File: config.mk
export PLATFORM = sky130hd
export DESIGN_NAME = coolgirl_irq_unit
export DESIGN_NICKNAME = d
export VERILOG_FILES = /design/src/rtl/coolgirl_pkg.sv /design/src/rtl/coolgirl_a12_filter.sv /design/src/rtl/coolgirl_irq_unit.sv
export SDC_FILE = /design/constraint.sdc
export NUM_CORES = 1
export LEC_CHECK = 0
export ABC_AREA = 1
export CAP_MARGIN = 20
export CORE_MARGIN = 2
export CORE_UTILIZATION = 50
export DETAILED_ROUTE_END_ITERATION = 10
export PLACE_DENSITY_LB_ADDON = 0.12
export SLEW_MARGIN = 20
export SYNTH_ARGS = -nofsm -noshare
export SYNTH_HDL_FRONTEND = slang
export SYNTH_SLANG_ARGS = --single-unit
File: constraint.sdc
create_clock -name m2 -period 4.1 [get_ports m2]
set_clock_uncertainty 0.15 [all_clocks]
set_input_delay 0.82 -clock m2 [delete_from_list [all_inputs] [get_ports m2]]
set_output_delay 0.82 -clock m2 [all_outputs]
set_load 0.005 [all_outputs]
File: src/rtl/coolgirl_pkg.sv
// Shared register map and IRQ mode encodings for the CoolGirl IRQ unit.
package coolgirl_pkg;

  localparam logic [2:0] REG_LATCH_LO = 3'd0;
  localparam logic [2:0] REG_LATCH_HI = 3'd1;
  localparam logic [2:0] REG_CONTROL  = 3'd2;
  localparam logic [2:0] REG_RELOAD   = 3'd3;
  localparam logic [2:0] REG_ACK      = 3'd4;

  typedef enum logic [1:0] {
    MODE_SCANLINE  = 2'd0,
    MODE_CPU       = 2'd1,
    MODE_PRESCALED = 2'd2,
    MODE_FROZEN    = 2'd3
  } irq_mode_e;

  // Bit layout matches the control register: {auto_reload, enable, mode[1:0]}.
  typedef struct packed {
    logic      autoReload;
    logic      enable;
    irq_mode_e mode;
  } irq_ctrl_t;

endpackage

File: src/rtl/coolgirl_a12_filter.sv
// Synchronises raw PPU A12 into the m2 domain and emits one tick per rise
// that follows a long enough run of low samples.
module coolgirl_a12_filter #(
  parameter int A12_FILTER = 3
) (
  input  logic m2_i,
  input  logic rst_ni,
  input  logic a12_i,
  output logic tick_o
);

  localparam int LW = $clog2(A12_FILTER + 1);
  localparam logic [LW-1:0] RUN_MAX = LW'(A12_FILTER);

  logic          sync1_q;
  logic          sync2_q;
  logic [LW-1:0] lowCnt_q;
  logic [LW-1:0] lowCnt_d;

  // The run counter saturates so a long idle low period still qualifies.
  always_comb begin
    lowCnt_d = lowCnt_q;
    if (sync2_q) begin
      lowCnt_d = '0;
    end else if (lowCnt_q != RUN_MAX) begin
      lowCnt_d = lowCnt_q + LW'(1);
    end
  end

  always_ff @(posedge m2_i or negedge rst_ni) begin
    if (!rst_ni) begin
      sync1_q  <= 1'b0;
      sync2_q  <= 1'b0;
      lowCnt_q <= '0;
    end else begin
      sync1_q  <= a12_i;
      sync2_q  <= sync1_q;
      lowCnt_q <= lowCnt_d;
    end
  end

  assign tick_o = sync2_q && (lowCnt_q >= RUN_MAX);

endmodule

File: src/rtl/coolgirl_irq_unit.sv
// CoolGirl mapper IRQ unit: scanline, CPU-cycle and prescaled counter modes
// sharing one reloadable counter and a registered pending flag.
module coolgirl_irq_unit
  import coolgirl_pkg::*;
#(
  parameter int CNT_WIDTH  = 8,
  parameter int A12_FILTER = 3,
  parameter int PRESCALE   = 341
) (
  input  logic                 m2,
  input  logic                 rst_n,
  input  logic                 reg_we,
  input  logic [2:0]           reg_sel,
  input  logic [7:0]           reg_wdata,
  input  logic                 ppu_a12,
  output logic                 irq,
  output logic [CNT_WIDTH-1:0] counter
);

  localparam int PW = $clog2(PRESCALE) + 2;
  localparam logic signed [PW-1:0] PRESC_RELOAD = PW'(PRESCALE);
  localparam logic signed [PW-1:0] PRESC_STEP   = PW'(3);
  localparam logic [CNT_WIDTH-1:0] CNT_ONE      = CNT_WIDTH'(1);

  logic [CNT_WIDTH-1:0]  counter_q, counter_d;
  logic [CNT_WIDTH-1:0]  latch_q, latch_d;
  irq_ctrl_t             ctrl_q, ctrl_d;
  logic                  reloadFlag_q, reloadFlag_d;
  logic                  pending_q, pending_d;
  logic signed [PW-1:0]  presc_q, presc_d;
  logic signed [PW-1:0]  prescDec;
  logic [15:0]           latchWide;
  logic                  a12Tick;
  logic                  wrLatchLo, wrLatchHi, wrControl, wrReload, wrAck;
  logic                  setPending, clrPending;

  coolgirl_a12_filter #(
    .A12_FILTER(A12_FILTER)
  ) u_a12_filter (
    .m2_i  (m2),
    .rst_ni(rst_n),
    .a12_i (ppu_a12),
    .tick_o(a12Tick)
  );

  assign wrLatchLo = reg_we && (reg_sel == REG_LATCH_LO);
  assign wrLatchHi = reg_we && (reg_sel == REG_LATCH_HI);
  assign wrControl = reg_we && (reg_sel == REG_CONTROL);
  assign wrReload  = reg_we && (reg_sel == REG_RELOAD);
  assign wrAck     = reg_we && (reg_sel == REG_ACK);

  assign prescDec = presc_q - PRESC_STEP;

  // Counting uses the control value from before any same-cycle control write;
  // a same-cycle reload request always beats the tick it coincides with.
  always_comb begin
    counter_d    = counter_q;
    latch_d      = latch_q;
    ctrl_d       = ctrl_q;
    reloadFlag_d = reloadFlag_q;
    presc_d      = presc_q;
    setPending   = 1'b0;
    clrPending   = 1'b0;
    latchWide    = 16'(latch_q);

    if (wrLatchLo) latchWide[7:0]  = reg_wdata;
    if (wrLatchHi) latchWide[15:8] = reg_wdata;
    latch_d = latchWide[CNT_WIDTH-1:0];

    case (ctrl_q.mode)
      MODE_SCANLINE: begin
        if (wrReload) begin
          reloadFlag_d = 1'b1;
        end else if (a12Tick) begin
          if ((counter_q == '0) || reloadFlag_q) begin
            counter_d    = latch_q;
            reloadFlag_d = 1'b0;
          end else begin
            counter_d = counter_q - CNT_ONE;
          end
          if ((counter_d == '0) && ctrl_q.enable) setPending = 1'b1;
        end
      end
      MODE_CPU: begin
        if (wrReload) begin
          counter_d = latch_q;
          presc_d   = PRESC_RELOAD;
        end else if (ctrl_q.enable) begin
          if (counter_q != '0) begin
            counter_d = counter_q - CNT_ONE;
          end else begin
            setPending = 1'b1;
            if (ctrl_q.autoReload) counter_d = latch_q;
          end
        end
      end
      MODE_PRESCALED: begin
        if (wrReload) begin
          counter_d = latch_q;
          presc_d   = PRESC_RELOAD;
        end else if (ctrl_q.enable) begin
          presc_d = prescDec;
          if (prescDec[PW-1] || (prescDec == PW'(0))) begin
            presc_d = prescDec + PRESC_RELOAD;
            if (counter_q == '1) begin
              counter_d  = latch_q;
              setPending = 1'b1;
            end else begin
              counter_d = counter_q + CNT_ONE;
            end
          end
        end
      end
      default: begin
      end
    endcase

    if (wrControl) begin
      ctrl_d     = irq_ctrl_t'(reg_wdata[3:0]);
      clrPending = 1'b1;
      if (!reg_wdata[2]) presc_d = PRESC_RELOAD;
    end
    if (wrAck) clrPending = 1'b1;

    pending_d = pending_q;
    if (clrPending) pending_d = 1'b0;
    if (setPending) pending_d = 1'b1;
  end

  always_ff @(posedge m2 or negedge rst_n) begin
    if (!rst_n) begin
      counter_q    <= '0;
      latch_q      <= '0;
      ctrl_q       <= '0;
      reloadFlag_q <= 1'b0;
      pending_q    <= 1'b0;
      presc_q      <= PRESC_RELOAD;
    end else begin
      counter_q    <= counter_d;
      latch_q      <= latch_d;
      ctrl_q       <= ctrl_d;
      reloadFlag_q <= reloadFlag_d;
      pending_q    <= pending_d;
      presc_q      <= presc_d;
    end
  end

  assign irq     = pending_q;
  assign counter = counter_q;

endmodule

-- After elaboration in Yosys (flattened, before gate mapping)
Index checks and enable logic that the tools add are counted.
- register bits after elaboration: 37
- input bits: 15
- output and inout bits: 9
- logic and storage cells: 93
- add/subtract/negate cells: 5
- magnitude comparators: 1
- eq/ne operators: 13
- mux-type cells: 42
- reductions and logical operators: 21
- operators with widths (operator ; number):
    8-bit 2-to-1 mux ; 14
    11-bit 2-to-1 mux ; 6
    8-bit one-hot mux with 3 select lines ; 1
    11-bit one-hot mux with 2 select lines ; 1
    1-bit 2-to-1 mux ; 17
    8-bit logical NOT ; 2
    11-bit by 10-bit adder with 11-bit output, second input constant ; 1
    11-bit logical NOT ; 1
    11-bit by 3-bit subtractor with 11-bit output, second input constant ; 1
    3-bit inequality test, second input constant ; 3
    8-bit by 1-bit adder with 8-bit output, second input constant ; 1
    8-bit == test, second input constant ; 1
    2-bit nonzero test ; 4
    8-bit nonzero test ; 1
    8-bit by 1-bit subtractor with 8-bit output, second input constant ; 1
    7-bit AND reduction ; 1
    3-bit by 2-bit == test with 1-bit output, second input constant ; 2
    1-bit logical AND ; 6
    2-bit inequality test, second input constant ; 3
    2-bit 2-to-1 mux ; 2
    4-bit inequality test, second input constant ; 1
    3-bit == test, second input constant ; 1
    3-bit logical NOT ; 1
    1-bit one-hot mux with 3 select lines ; 1
    other kinds (8) ; 9

-- Depth between registers and ports, before layout
Gate-level depths: netlist of run 1.
- depth after elaboration: 13
- mapped depth: 18
- gate-level depth less buffers: 17

-- Cells and area by module
A second synthesis of run 1 with hierarchy kept.
- cell total of the unflattened synthesis: 481
- area total of the unflattened synthesis: 3176.8 um^2
- by module, submodules not included (module ; instances ; cells each ; area an instance (um^2) ; seq. area each (um^2)):
    coolgirl_irq_unit ; 1 ; 465 ; 3017.9 ; 832.0
    coolgirl_a12_filter ; 1 ; 16 ; 158.9 ; 100.1

-- Worst setup path before layout of run 1
No wires, ideal clock.
- path type: input to register
- start: input port reg_we
- end: register counter_q[3] (netlist: counter[3])
- arrival: 2053 ps
- required time: 3825 ps
- path slack: 1772 ps
- stages: 11
- cells stage by stage: inv_1 -> nor2_1 -> nand2_1 -> nor2_4 -> inv_1 -> nand2_1 -> inv_1 -> o211ai_1 -> a21oi_1 -> o21ai_0 -> o21ai_1
- word-level cells in the longest chain between the ends: 3
- RTL lines (element ; RTL line ; RTL):
    start: declaration ; coolgirl_irq_unit.sv:12 ; input logic reg_we,
    1-bit logical AND (*) ; coolgirl_irq_unit.sv:49 ; assign wrReload = reg_we && (reg_sel == REG_RELOAD);
    4-bit inequality test (no line), or another cell as far along ; n/a ;
    7-bit AND reduction (no line) or 8-bit one-hot mux with 3 select lines (tied branches) ; n/a ;
    end signal: assignment ; coolgirl_irq_unit.sv:139 ; counter_q <= counter_d;
    end: declaration ; coolgirl_irq_unit.sv:25 ; logic [CNT_WIDTH-1:0] counter_q, counter_d;
Mark *: on every way between the ends. The rest lies on a longest branch, timed or not.
A chain may end at the register's enable or synchronous reset.

-- Worst setup path in the final report of run 1
- start: input port reg_we
- end: register counter_q[4] (netlist: counter[4])
The elaborated chain is that of the path after synthesis.

==> results of run 1 <==
per-stage QoR:
stage	instance area, um2	hold slack (ns)
floorplan	3020	0.181
global placement	3270	0.203
detailed placement	3270	0.192
CTS	3360	0.217
global route	3360	0.222
finish	3360	0.210
synth_stat cells, drive strengths merged:
master  count
nand2     119
o21ai      64
inv        55
nor2       45
a21oi      32
dfrtp      32
nand3      30
o211ai     13
clkbuf      9
ha          9
xor2        9
nor3        7
a31oi       6
buf         5
dfstp       5
xnor2       5
nand4       4
a22oi       3
mux2        3
a211oi      1
a21boi      1
clkinv      1
nor4        1
o21bai      1
o22ai       1
cells by family after synthesis:
family	count (synthesis)	share of synthesized area, %
buffers and inverters	70	9.25
XOR/XNOR	14	4.06
adder cells (fa/ha/maj)	9	3.73
AO/OA/AOI/OAI	122	22.2
AND/OR/NAND/NOR	206	28.7
multiplexers	3	1.12
flip-flops	37	30.9
power by group through the flow:
| stage | registers (uW) | clock network (uW) | logic (uW) |
|---|---|---|---|
| after floorplan | 622 | 0 | 1210 |
| after global placement | 664 | 0 | 1520 |
| after detailed placement | 668 | 0 | 1550 |
| after CTS | 663 | 275 | 1550 |
| after global routing | 687 | 292 | 1780 |
| final | 666 | 265 | 1570 |
worst paths after layout:
| check | slack [ns] | cells after the start | startpoint | to |
|---|---|---|---|---|
| max in group asynchronous | 2.83 | 1 | rst_n | presc_q[5] |
| max | 1.06 | 13 | reg_we | counter[4] |
| max reg2reg | 1.34 | 14 | counter[0] | irq |
| min reg2reg | 0.21 | 0 | u_a12_filter.sync1_q | u_a12_filter.sync2_q |
| min in group asynchronous | 0.47 | 1 | rst_n | counter[4] |
| min | 0.21 | 0 | u_a12_filter.sync1_q | u_a12_filter.sync2_q |
state kept, by name, indices dropped and copies added, names as in the netlist:
signal,flops
u_a12_filter.sync2_q,1
u_a12_filter.sync1_q,1
latch_q,8
irq,1
u_a12_filter.lowCnt_q,2
ctrl_q,4
presc_q,11
counter,8
reloadFlag_q,1
layer usage:
metal,GRT usage (%),part of all wire [%],up-vias
met2,35.7,43,95
met1,39.8,51,1417
met3,3.63,5.3,2
met5,0,0,-
li1,-,-,1556
met4,4.67,0.19,0
layout make-up:
type / count / share of cell area (%)
Clock buffer: 7 / 2.57
Tap cell: 75 / 2.79
Sequential cell: 37 / 27.7
Timing Repair Buffer: 23 / 6.70
Multi-Input combinational cell: 354 / 53.7
Inverter: 56 / 6.25
Clock inverter: 1 / 0.223
==> results by group, run 1 <==
Status
  – Status: completed

STA
  – Rel. slew slack: 46.0%
  – Hold Vio Cnt, Final: 0
  – RSZ-0062 raised after global routing: false
  – Final setup TNS: 0 ns
  – Setup ws final: 1.06 ns
  – Max-slew violations: 0
  – Min Tclk post-route: 3.04 ns
  – Final setup viols: 0
  – Pin slew with the least headroom to its limit: 0.811 ns
  – Fraction of the cycle the final worst path needs: 74.2%
  – Max Clk Rate: 0.329 GHz

Final layout
  – Antenna cell count: 0
  – Post-Layout Cell Count: 553
  – NumNets Final: 501
  – Area growth, synth to finish: 11.4%
  – Commonest non-fill, non-tap cell in the layout: nand2_1
  – Most frequent cells in the layout: nand2_1, inv_1, o21ai_0, nor2_1, dfrtp_1
  – Fill cells: 607
  – Area occupied by multi-input gates: 1810 um2
  – Share of cells above drive strength 1: 6.07%
  – Final Util: 57.1%
  – FF/Latch Area: 932 um2

Global route
  – Initial antenna violation count: 0
  – Vias in the first global route: 2646
  – Largest net degree at the start of global routing: 38
  – Global-route wire length before repair: 12900 um
  – Total track usage: 25.0%
  – Global route total overflow: 0

Logic synthesis
  – Register bit count reported by yosys: 37
  – Synth area leader: dfrtp_1
  – Synth area leaders: dfrtp_1, nand2_1, o21ai_0
  – Netlist cell types: 34
  – Mapped Nets: 485
  – YS warnings: 0
  – Register area share after synthesis: 30.9%
  – Synthesized area: 3020 um2
  – Top-area cell type share of the netlist area: 26.5%
  – Mapped Cells: 461
  – Syn_area_per_cell: 6.55 um2

Power
  – Total chip power: 2500 uW
  – Switching Fraction: 52.1%
  – Clock power frac: 10.6%
  – Combinational group share of total power: 62.7%
  – P_sw: 1300 uW
  – Max IR drop VDD: 434 uV
  – Leak: 0.00159 uW
  – P_int: 1200 uW
  – PD cells: 743 nW/um2
  – Seq pwr share: 26.7%

Clock network
  – Post-CTS Setup Repair Bufs: 0
  – Clk buf depth: 2
  – Clk sink count: 37
  – Root buffer cell: clkbuf_8
  – CTS tree: done
  – CTS buffer count: 5
  – Clk slew on worst S/H paths: 0.07 ns
  – CTS Hold Buffers Added: 0
  – Post-cts gate resize count: 0
  – Clock latency on the worst-skew pair: 0.29 ns
  – Number of levels in the clock H-tree: 2

Worst setup path
  – Critical Path Start Type: input pin
  – Most used cell, CP: inv_1
  – Crit-path slowest cell: clkdlybuf4s50_1
  – Critical Path, Cell by Cell: clkdlybuf4s50_1 > inv_1 > nor2_1 > nand2_1 > nor2_4 > inv_1 > nand2_1 > inv_1 > o21ai_0 > o211ai_1 > a21oi_1 > o21ai_0 > o21ai_1
  – CP Data Required Time: 4.17 ns
  – WP data arrival: 3.11 ns
  – WS Path Type: in -> reg
  – Top Family by Delay on Critical Path: buffers and inverters
  – Crit. End Element: register
  – Slowest stage delay, CP: 0.47 ns
  – CP max FO: 16
  – Worst path bufs/invs: 4

Detailed routing
  – Drt pass-1 iters: 5
  – Average wire per standard cell: 14.1 um
  – DRC violations left: 0
  – Via/cell ratio: 5.55
  – Detail Route Antenna Nets: 0
  – First-iteration detailed-routing DRC count: 300
  – Via count: 3070
  – Final wirelength: 7790 um

Floorplanning
  – Starting density of the core: 51.3%
  – Core Area: 5890 um2
  – Die Y: 81.7 um
  – # rows: 28
  – Die area: 6670 um2
  – Number of I/O pins: 24
  – Die W: 81.7 um

Flow run
  – Max-cap violations: 0

Placement
  – # port buffers: 23
  – Routability cong.: 0.922
  – Hpwl dp: 5750 um
  – Dpl ws: 0.788 ns
  – Placed Cells: 545

Min path
  – Worst hold path type: reg -> reg
(Power assumes the default switching activity.)
==> run 2, diff against run 1 <==
- clock period: 4.1 -> 3 ns (I/O delays scaled with it)
==> run 2 against run 1 <==
Against the previous run:
- register-to-register slack worse by 1.1 ns
- worst hold slack improved by 0.0060 ns
- sequential share of layout area is 0.69 points lower
- global-route usage is 0.83 points higher
- sequential power rose by 34%
- utilization is 1.5 points higher
- non-clock buffer count increased by 8
- final cell count up 1.4%
==> results by group, run 2 (same netlist as run 1, synthesis figures left out) <==
Status
  – Status: completed (unchanged)

STA
  – RSZ-0062 raised after global routing: false (unchanged)
  – Rel. slew slack: 43.4% (was 46.0%)
  – Pin slew with the least headroom to its limit: 0.849 ns (was 0.811 ns)
  – Fraction of the cycle the final worst path needs: 90.9%
  – Final setup viols: 0 (unchanged)
  – Hold Vio Cnt, Final: 0 (unchanged)
  – Max-slew violations: 0 (unchanged)
  – Setup ws final: 0.274 ns (was 1.06 ns)
  – Final setup TNS: 0 ns (unchanged)
  – Max Clk Rate: 0.367 GHz
  – Min Tclk post-route: 2.73 ns

Final layout
  – Max reg flops: 11 (unchanged)
  – FF/Latch Area: 932 um2 (unchanged)
  – Register name with the most flops: presc_q (unchanged)
  – Commonest non-fill, non-tap cell in the layout: nand2_1 (unchanged)
  – Fill cells: 600 (was 607)
  – Area occupied by multi-input gates: 1810 um2 (unchanged)
  – Share of cells above drive strength 1: 7.82% (was 6.07%)
  – Most frequent cells in the layout: nand2_1, inv_1, o21ai_0, nor2_1, dfrtp_1 (unchanged)
  – Area growth, synth to finish: 14.3% (was 11.4%)
  – Antenna cell count: 0 (unchanged)
  – NumNets Final: 509 (was 501)

Placement
  – Dpl ws: 0.238 ns (was 0.788 ns)
  – # port buffers: 23 (unchanged)
  – Routability cong.: 0.934 (was 0.922)
  – Hpwl dp: 5950 um (was 5750 um)

Clock network
  – Root buffer cell: clkbuf_8 (unchanged)
  – Clk sink count: 37 (unchanged)
  – Post-cts gate resize count: 0 (unchanged)
  – CTS Hold Buffers Added: 0 (unchanged)
  – Clk slew on worst S/H paths: 0.08 ns (was 0.07 ns)
  – Clk buf depth: 2 (unchanged)
  – Clock latency on the worst-skew pair: 0.30 ns (was 0.29 ns)
  – Post-CTS Setup Repair Bufs: 0 (unchanged)
  – CTS buffer count: 5 (unchanged)
  – Number of levels in the clock H-tree: 2 (unchanged)
  – CTS tree: done (unchanged)

Floorplanning
  – Die area: 6670 um2 (unchanged)
  – Core Area: 5890 um2 (unchanged)
  – Number of I/O pins: 24 (unchanged)
  – Die W: 81.7 um (unchanged)
  – Die Y: 81.7 um (unchanged)
  – Starting density of the core: 51.3% (unchanged)
  – # rows: 28 (unchanged)

Worst setup path
  – Critical Path, Cell by Cell: inv_1 > ha_1 > nand3_1 > nor2_1 > nand4_1 > nand2_2 > inv_1 > o21ai_0 > nand2_1 > nor2_1 > nand3_1 > nand3_1 > nand2_1 > nand2_1 (was clkdlybuf4s50_1 > inv_1 > nor2_1 > nand2_1 > nor2_4 > inv_1 > nand2_1 > inv_1 > o21ai_0 > o211ai_1 > a21oi_1 > o21ai_0 > o21ai_1)
  – Slowest stage delay, CP: 0.40 ns (was 0.47 ns)
  – Worst path bufs/invs: 2 (was 4)
  – CP max FO: 9 (was 16)
  – Crit. End Element: register (unchanged)
  – Top Family by Delay on Critical Path: simple AND/OR/NAND/NOR gates (was buffers and inverters)
  – Crit-path slowest cell: dfrtp_1 (was clkdlybuf4s50_1)
  – WS Path Type: reg -> reg (was in -> reg)
  – CP Data Required Time: 3.09 ns (was 4.17 ns)
  – WP data arrival: 2.82 ns (was 3.11 ns)
  – Critical Path Start Type: register (was input pin)

Global route
  – Vias in the first global route: 2802 (was 2646)
  – Largest net degree at the start of global routing: 38 (unchanged)
  – Met3 Usage GRT: 4.07% (was 3.63%)
  – Grt met1 use: 38.1% (was 39.8%)
  – Global-route wire length before repair: 13300 um (was 12900 um)
  – Global route total overflow: 0 (unchanged)
  – Total track usage: 25.8% (was 25.0%)
  – Most used routing layer: met2 (was met1)
  – Initial antenna violation count: 0 (unchanged)
  – Grt met2 use: 39.3% (was 35.7%)

Min path
  – Worst hold path type: reg -> reg (unchanged)

Detailed routing
  – Detail Route Antenna Nets: 0 (unchanged)
  – Drt pass-1 iters: 5 (unchanged)
  – Via count: 3131 (was 3070)
  – Via/cell ratio: 5.58 (was 5.55)
  – First-iteration detailed-routing DRC count: 196 (was 300)
  – Final wirelength: 8060 um (was 7790 um)
  – DRC violations left: 0 (unchanged)
  – Average wire per standard cell: 14.4 um (was 14.1 um)

Power
  – Seq pwr share: 25.3% (was 26.7%)
  – Combinational group share of total power: 61.7% (was 62.7%)
  – P_int: 1750 uW (was 1200 uW)
  – Clock power frac: 13.0% (was 10.6%)
  – PD cells: 1030 nW/um2 (was 743 nW/um2)
  – Leak: 0.00164 uW (was 0.00159 uW)
  – Switching Fraction: 50.7% (was 52.1%)
  – Max IR drop VDD: 463 uV (was 434 uV)
  – P_sw: 1800 uW (was 1300 uW)

Flow run
  – Max-cap violations: 0 (unchanged)
run 2: worst register-to-register path: cells and delay by family (launching register included):
family	cells	cell delay [ns]
buffers and inverters	2	0.37
DFF	1	0.40
and+or+nand+nor	10	1.27
adders and majority gates	1	0.23
AOI/OAI and AO/OA	1	0.26
run 2: cell type report:
class | count | share of cell area [%]
inverter | 56 | 6.10
clock inverter | 2 | 1.09
clock buffer | 6 | 2.39
timing repair buffer | 31 | 8.27
sequential | 37 | 27.0
tap | 75 | 2.72
multi-input combinational | 354 | 52.4
run 2: power by group through the flow:
| stage | combinational, uW | clock, uW | sequential [uW] |
|---|---|---|---|
| after floorplan | 1650 | 0 | 850 |
| after global placement | 2100 | 0 | 890 |
| after detailed placement | 2150 | 0 | 898 |
| after CTS | 2160 | 468 | 891 |
| after global routing | 2490 | 492 | 924 |
| final | 2190 | 460 | 895 |
run 2: layer usage:
metal	routed length, um	vias up
met1	4010	1448
met2	3480	99
li1	-	1573
met4	77	0
met5	0	-
met3	496	11
run 2: path summary, 6_finish.rpt:
check / start / end / slack [ns] / cells after the start
setup / recovery: counter[0] / irq / 0.27 / 14
hold / removal: u_a12_filter.sync1_q / u_a12_filter.sync2_q / 0.22 / 0
setup reg to reg: counter[0] / irq / 0.27 / 14
hold reg to reg: u_a12_filter.sync1_q / u_a12_filter.sync2_q / 0.22 / 0
max in group asynchronous: rst_n / ctrl_q[3] / 1.92 / 1
min in group asynchronous: rst_n / counter[4] / 0.25 / 1
run 2: metrics by stage:
stage	hold slack [ns]	total power, uW	util (%)	area [um2]	instances
after global routing	0.226	3910	58.6	3450	561
after CTS	0.219	3520	58.6	3450	561
after floorplan	0.154	2500	-	3020	461
after detailed placement	0.192	3050	56.5	3330	553
after global placement	0.205	2990	56.5	3330	553
final	0.216	3540	58.6	3450	561
==> run 3, diff against run 2 <==
- CORE_MARGIN: 2 -> default
- CTS_CLUSTER_SIZE: default -> 25
==> run 3 against run 2 <==
Against the previous run:
- clock-buffer cell count up 1
- via count up 1.6%
- setup slack better by 0.034 ns
- register-to-register slack better by 0.03 ns
- maximum frequency up 1.2%
- sequential cell count unchanged
- sequential power about the same
- die area down 4.8%
==> results by group, run 3 (same netlist as run 1, synthesis figures left out) <==
Final layout
  – Max reg flops: 11 (unchanged)
  – Register name with the most flops: presc_q (unchanged)
  – Design area: 3440 um2 (was 3450 um2)
  – Most frequent cells in the layout: nand2_1, inv_1, o21ai_0, nor2_1, dfrtp_1 (unchanged)
  – Share of cells above drive strength 1: 7.61% (was 7.82%)
  – Fill cells: 554 (was 600)
  – Area growth, synth to finish: 14.0% (was 14.3%)
  – NumNets Final: 509 (unchanged)
  – FF/Latch Area: 932 um2 (unchanged)
  – Post-Layout Cell Count: 558 (was 561)
  – Antenna cell count: 0 (unchanged)
  – Area occupied by multi-input gates: 1810 um2 (unchanged)
  – Commonest non-fill, non-tap cell in the layout: nand2_1 (unchanged)

Worst setup path
  – Most used cell, CP: o21ai_1
  – Worst flop-to-flop path endpoint: counter[1] (was irq)
  – Crit-path slowest cell: dfrtp_1 (unchanged)
  – Reg2Reg Depth: 12 (was 14)
  – CP max FO: 20 (was 9)
  – WP data arrival: 2.75 ns (was 2.82 ns)
  – Crit. End Element: register (unchanged)
  – Worst path bufs/invs: 2 (unchanged)
  – Critical Path Start Type: register (unchanged)
  – Slowest stage delay, CP: 0.44 ns (was 0.40 ns)
  – WS Path Type: reg -> reg (unchanged)
  – RR Startpoint: presc_q[1] (was counter[0])
  – CP Data Required Time: 3.06 ns (was 3.09 ns)
  – Critical Path, Cell by Cell: ha_1 > inv_1 > nand2_1 > o21ai_1 > nand2_1 > nor2_2 > nand3_2 > nand2_2 > o21ai_1 > inv_2 > o21ai_0 > o21ai_1 (was inv_1 > ha_1 > nand3_1 > nor2_1 > nand4_1 > nand2_2 > inv_1 > o21ai_0 > nand2_1 > nor2_1 > nand3_1 > nand3_1 > nand2_1 > nand2_1)
  – Top Family by Delay on Critical Path: simple AND/OR/NAND/NOR gates (unchanged)
  – Worst Setup SP: presc_q[1] (was counter[0])
  – Reg-to-reg slack, setup: 0.31 ns (was 0.27 ns)

STA
  – Min Tclk post-route: 2.69 ns (was 2.73 ns)
  – Rel. slew slack: 44.3% (was 43.4%)
  – Fraction of the cycle the final worst path needs: 89.7% (was 90.9%)
  – Final hold slack: 0.201 ns (was 0.216 ns)
  – Final setup TNS: 0 ns (unchanged)
  – Max Clk Rate: 0.371 GHz (was 0.367 GHz)
  – Hold Vio Cnt, Final: 0 (unchanged)
  – Max-slew violations: 0 (unchanged)
  – Final setup viols: 0 (unchanged)
  – Pin slew with the least headroom to its limit: 0.836 ns (was 0.849 ns)
  – RSZ-0062 raised after global routing: false (unchanged)

Clock network
  – Post-CTS Setup Repair Bufs: 0 (unchanged)
  – Clk sink count: 37 (unchanged)
  – Clk slew on worst S/H paths: 0.08 ns (about the same)
  – Post-cts gate resize count: 0 (unchanged)
  – Clock latency on the worst-skew pair: 0.29 ns (was 0.30 ns)
  – CTS Hold Buffers Added: 0 (unchanged)
  – Number of levels in the clock H-tree: 2 (unchanged)
  – CTS buffer count: 5 (unchanged)
  – CTS tree: done (unchanged)
  – Clk buf depth: 2 (unchanged)
  – Root buffer cell: clkbuf_8 (unchanged)

Global route
  – Total track usage: 27.1% (was 25.8%)
  – Global route total overflow: 0 (unchanged)
  – Vias in the first global route: 2822 (was 2802)
  – Largest net degree at the start of global routing: 38 (unchanged)
  – Initial antenna violation count: 0 (unchanged)
  – Global-route wire length before repair: 13400 um (was 13300 um)

Placement
  – Placed Cells: 550 (was 553)
  – Routability cong.: 0.875 (was 0.934)
  – Post-DP Area: 3320 um2 (was 3330 um2)
  – # port buffers: 23 (unchanged)
  – Hpwl dp: 5850 um (was 5950 um)

Min path
  – Min-Delay Endpoint: u_a12_filter.sync2_q (unchanged)
  – Worst hold path type: reg -> reg (unchanged)
  – Hold depth: 0 (unchanged)
  – Hold Crit Start: u_a12_filter.sync1_q (unchanged)

Floorplanning
  – Die area: 6350 um2 (was 6670 um2)
  – Die W: 79.7 um (was 81.7 um)
  – Starting density of the core: 53.2% (was 51.3%)
  – Core Area: 5680 um2 (was 5890 um2)
  – Die Y: 79.7 um (was 81.7 um)
  – # rows: 27 (was 28)
  – Number of I/O pins: 24 (unchanged)

Detailed routing
  – Drt pass-1 iters: 5 (unchanged)
  – DRC violations left: 0 (unchanged)
  – Average wire per standard cell: 14.2 um (was 14.4 um)
  – WL met2: 3390 um (was 3480 um)
  – First-iteration detailed-routing DRC count: 288 (was 196)
  – Via/cell ratio: 5.70 (was 5.58)
  – Met3 routed WL: 569 um (was 496 um)
  – Final wirelength: 7900 um (was 8060 um)
  – Via count: 3180 (was 3131)
  – Detail Route Antenna Nets: 0 (unchanged)
  – Top Layer Used: met4 (unchanged)
  – Metal-1 WL: 3850 um (was 4010 um)

Status
  – Status: completed (unchanged)

Power
  – PD cells: 1030 nW/um2 (about the same)
  – Max IR drop VDD: 530 uV (was 463 uV)
  – Leak: 0.00164 uW (about the same)
  – Total chip power: 3540 uW (about the same)

Flow run
  – Max-cap violations: 0 (unchanged)
[run 3: cell types whose count changed in the layout (fill, tap and decap cells not counted)]
cell,delta
clkbuf_1,+1
clkinvlp_4,-1
o21ai_0,+2
o21ai_1,-2
[run 3: how the worst max path moves through the flow]
| stage | cells after the start | to |
|---|---|---|
| 6_report | 12 | counter[1] |
| 5_1_grt | 12 | counter[1] |
| 4_1_cts | 14 | irq |
| 3_5_place_dp | 12 | counter[3] |
| 3_3_place_gp | 14 | irq |
| 2_1_floorplan | 14 | counter[0] |
[run 3: area by class of cell]
type / count / area share [%]
Clock inverter: 1 / 0.873
Sequential cell: 37 / 27.1
Multi-Input combinational cell: 354 / 52.5
Timing Repair Buffer: 31 / 8.29
Inverter: 56 / 6.11
Tap cell: 72 / 2.62
Clock buffer: 7 / 2.51
[run 3: routing by layer]
layer | vias to the layer above | global-route usage (%)
li1 | 1574 | -
met3 | 9 | 4.23
met4 | 0 | 7.82
met1 | 1462 | 40.1
met2 | 135 | 40.3
met5 | - | 0
[run 3: worst reg2reg max path, cell delays in order (launching register included)]
cell and delay [ns]:
dfrtp_1 0.44, ha_1 0.30, inv_1 0.10, nand2_1 0.09, o21ai_1 0.14, nand2_1 0.10
nor2_2 0.16, nand3_2 0.13, nand2_2 0.32, o21ai_1 0.17, inv_2 0.24, o21ai_0 0.13
o21ai_1 0.12
[run 3: stage by stage]
stage / worst slack [ns] / utilization [%]
2_1_floorplan: 0.864 / -
3_3_place_gp: 0.322 / 58.6
3_5_place_dp: 0.215 / 58.6
4_1_cts: 0.336 / 60.6
5_1_grt: 0.103 / 60.6
6_report: 0.308 / 60.6
[run 3: power by group]
part / internal (uW) / switching [uW]
Clock: 271 / 187
Combinational: 788 / 1400
Sequential: 684 / 210
Total: 1740 / 1800
